[src/rtl/register_file.sv]
// 16 x 16-bit CPU register file: one shared address, registered read port,
// write-through echo on o_data, entry 0 hardwired to zero.
module register_file #(
    parameter int DATA_W = 16,
    parameter int ADDR_W = 4
) (
    input  logic              i_clk,
    input  logic              i_rst_n,
    input  logic [ADDR_W-1:0] i_addr,
    input  logic              i_rw,
    input  logic [DATA_W-1:0] i_data,
    output logic [DATA_W-1:0] o_data
);

    localparam int DEPTH = 1 << ADDR_W;

    logic [DATA_W-1:0] regs_q [DEPTH];
    logic [DATA_W-1:0] regs_d [DEPTH];
    logic [DATA_W-1:0] rdata_q;
    logic [DATA_W-1:0] rdata_d;

    logic              addr_is_zero;
    logic              wr_en;
    logic [DEPTH-1:0]  wr_sel;

    assign addr_is_zero = (i_addr == '0);
    assign wr_en        = i_rw && !addr_is_zero;

    // One-hot write decode; bit 0 can never be set, so entry 0 is never loaded.
    always_comb begin
        wr_sel = '0;
        if (wr_en) begin
            wr_sel[i_addr] = 1'b1;
        end
    end

    always_comb begin
        for (int i = 0; i < DEPTH; i++) begin
            regs_d[i] = regs_q[i];
            if (wr_sel[i]) begin
                regs_d[i] = i_data;
            end
        end
        regs_d[0] = '0;
    end

    // A write echoes its own data, so a following read of the same entry
    // and the echo agree without any bypass path.
    always_comb begin
        rdata_d = '0;
        if (i_rw) begin
            rdata_d = wr_en ? i_data : '0;
        end else if (!addr_is_zero) begin
            rdata_d = regs_q[i_addr];
        end
    end

    always_ff @(posedge i_clk) begin
        if (!i_rst_n) begin
            for (int i = 0; i < DEPTH; i++) begin
                regs_q[i] <= '0;
            end
            rdata_q <= '0;
        end else begin
            for (int i = 0; i < DEPTH; i++) begin
                regs_q[i] <= regs_d[i];
            end
            rdata_q <= rdata_d;
        end
    end

    assign o_data = rdata_q;

endmodule

[config.mk]
export PLATFORM = sky130hd
export DESIGN_NAME = register_file
export DESIGN_NICKNAME = d
export VERILOG_FILES = /design/src/rtl/register_file.sv
export SDC_FILE = /design/constraint.sdc
export NUM_CORES = 1
export LEC_CHECK = 0
export ABC_CLOCK_PERIOD_IN_PS = 3200
export CORE_MARGIN = 10
export CORE_UTILIZATION = 40
export CTS_CLUSTER_SIZE = 25
export DETAILED_ROUTE_END_ITERATION = 12
export SETUP_SLACK_MARGIN = 0.3
export SYNTH_ARGS = -nofsm -noshare
export SYNTH_HDL_FRONTEND = slang
export SYNTH_SLANG_ARGS = --single-unit
[constraint.sdc]
create_clock -name i_clk -period 3.2 [get_ports i_clk]
set_input_delay 0.8 -clock i_clk [delete_from_list [all_inputs] [get_ports i_clk]]
set_output_delay 0.8 -clock i_clk [all_outputs]
set_load 0.03 [all_outputs]
==> reports/results.ini <==
[run_status]
status = completed

[worst_setup_path]
slowest_stage = clkdlybuf4s50_1
cp-end-kind = output pin
crit_family = buffers and inverters
timing_worst_setup_path_type = reg -> out
critPathBufInv = 1
worstPathCellList = clkdlybuf4s50_1
critical_path_depth = 1
max_stage_delay_ns = 0.69
worstPathRequired_ns = 2.40
r2r_cells = 4
crit_arrival_ns = 1.58
r2r_slack_ns = 1.63
reg2reg_from = regs_q[10][3]$_DFFE_PP_
crit_path_max_fanout = 1
worstSetupStartpointType = flop
critPathLaunch = o_data[14]$_SDFF_PN0_

[grt]
grt_overflow = 0
grt_pass1_vias = 6081
antenna_found_initial = 0
grtUsageTotal_pct = 14.8
grt_max_degree = 31
grt_pass1_wl_um = 37900

[clock_tree]
clock_path_buffers = 3
cts_setup_buffers = 0
clkSinkCount = 256
cts_resized = 0
cts_tree = built
clock_latency_ns = 0.54
root_buffer = clkbuf_16
numCtsBuffers = 26
htree_levels = 1
ctsHoldBuffers = 0
clkTransAtPathRegs_ns = 0.06

[die]
die_y_um = 184
rows = 59
num_io_pins = 39
core_region_area_um2 = 26200
dieArea_um2 = 33700
die_w_um = 184
start_util_pct = 40.9

[worst_hold_path]
min_path_type = reg -> reg
worstHoldStart = regs_q[2][8]$_SDFFCE_PN0P_
whs_path_depth = 3

[pwr]
ir_drop_uv = 384
net-switching-power_mw = 1.67
combPwrFrac_pct = 8.5
leakage_nw = 4.42
seqPwrFrac_pct = 52.1
p_per_area_nw_per_um2 = 616
p_int_mw = 5.95
p_clk_share_pct = 39.4
sw_frac_of_total_pct = 22.0

[logic_synthesis]
synth_adder_area_share_pct = 0
syn-num-nets = 683
synth-edff-count = 240
synthSimpleGateAreaFrac_pct = 8.97
synth.yosys.seq_area_share_pct = 70.3
ys.flop_type = edfxtp_1
synth_compound_area_share_pct = 4.41
syn_inst = 660
synth_top_family_by_area = multiplexers
syn_area_per_cell_um2 = 16.2
synth.distinct_cells = 34
async_reset_ff_share_pct = 0
synth_warnings = 0
synth_xor_area_share_pct = 0
ys_ff_latch = 256
syn_area_um2 = 10700
synthMuxAreaShare_pct = 12.7

[routing]
wirelength_um = 25300
vias = 6085
wire_per_inst_um = 23.4
drt_iter0_drc = 610
drc = 0
dr.pass1.iters = 5
ant_nets = 0
avgViaCountPerCell = 5.63

[placed_design]
gp_congestion = 0.849
port_buffers = 38
dp_slack_ns = 0.303
post-dp-hpwl_um = 16800

[timing]
slew_viol_final = 0
fmax_ghz = 0.421
timing.final.ws_setup_ns = 0.825
period_share_pct = 74.2
period_minus_slack_ns = 2.38
setup_viol = 0
slew-limit-headroom_pct = 48.9
rsz0062_at_grt = no
tns_ns = 0
max_slew.worst_pin.slew_ns = 0.765
hold_viol = 0
fin_worst_skew_ns = 0.0172

[finish]
num_antenna_cells = 0
area_growth_pct = 15.6
fill_cells = 2183
layout.nets = 749
drive_gt1_share_pct = 17.2
regArea_um2 = 7530
multiInputGateArea_um2 = 2810

[flow_run]
max_cap_violations = 0

## cells in the mapped netlist, types with 15 or more instances
cell type	instances	area, µm²
a221oi_1	16	140
nor2_1	146	548
a22o_1	15	131
nand2_1	32	120
mux4_2	21	473
clkbuf_1	17	63.8
dfxtp_1	16	320
mux4_1	27	709
a211o_1	16	140
inv_1	18	67.6
nor3_1	16	80.1
edfxtp_1	240	7210
mux2_2	16	180
## per-stage QoR
step	instances	cell area (µm²)	hold WS, ns	total power [mW]	utilization [%]
floorplan	660	10700	0.626	4.42	-
global placement	1033	11500	0.666	4.67	44.0
finish	1081	12400	0.693	7.62	47.2
global route	1081	12400	0.735	7.85	47.2
CTS	1081	12400	0.690	7.68	47.2
detailed placement	1033	11500	0.676	4.70	44.0
## worst paths after layout
path / endpoint
worst max register to register: o_data[3]$_SDFF_PN0_
worst min register to register: o_data[8]$_SDFF_PN0_
worst min-delay path: o_data[8]$_SDFF_PN0_
worst max-delay path: o_data[14]
## cell families after synthesis
kind of cell	after synthesis
buffers and inverters	60
multiplexers	64
flip-flops	256
AND/OR/NAND/NOR	225
AO/OA/AOI/OAI	55
## power by group through the flow
stage	sequential [mW]	combinational, mW	clock (mW)
after detailed placement	4.04	0.653	0
final	3.97	0.651	3.00
after CTS	3.97	0.656	3.05
after global placement	4.03	0.644	0
after global routing	3.99	0.690	3.17
after floorplan	4.05	0.367	0
## area by class of cell
class	count	share of cell area, %
Timing Repair Buffer	80	5.76
Tap cell	335	3.39
Sequential cell	256	60.8
Clock inverter	10	0.808
Clock buffer	38	6.03
Inverter	18	0.546
Multi-Input combinational cell	344	22.7
## metal layers
metal	GRT usage, %	share of wire (%)	vias to the layer above
met4	4.66	2.3	0
met1	20.5	43	3166
met5	0	0	-
li1	-	-	2665
met2	23.6	48	221
met3	2.35	6.3	33
## flip-flops by register name (all words and copies together), names as in the netlist
signal	count
regs_q	240
o_data	16
## layout by cell type (no fill, tap or decap), drive strengths merged, types with 2 or more instances in the layout
master	n
nand2	35
buf	44
o21ai	5
edfxtp	240
bufinv	2
nor2b	14
mux2	16
clkinv	7
dfxtp	16
and2b	3
clkbuf	38
inv	18
nor2	146
a22o	15
a221oi	16
a211o	16
clkdlybuf4s50	36
nand3	4
mux4	48
nor3	16
No activity file was read; power rests on OpenSTA's default activity.
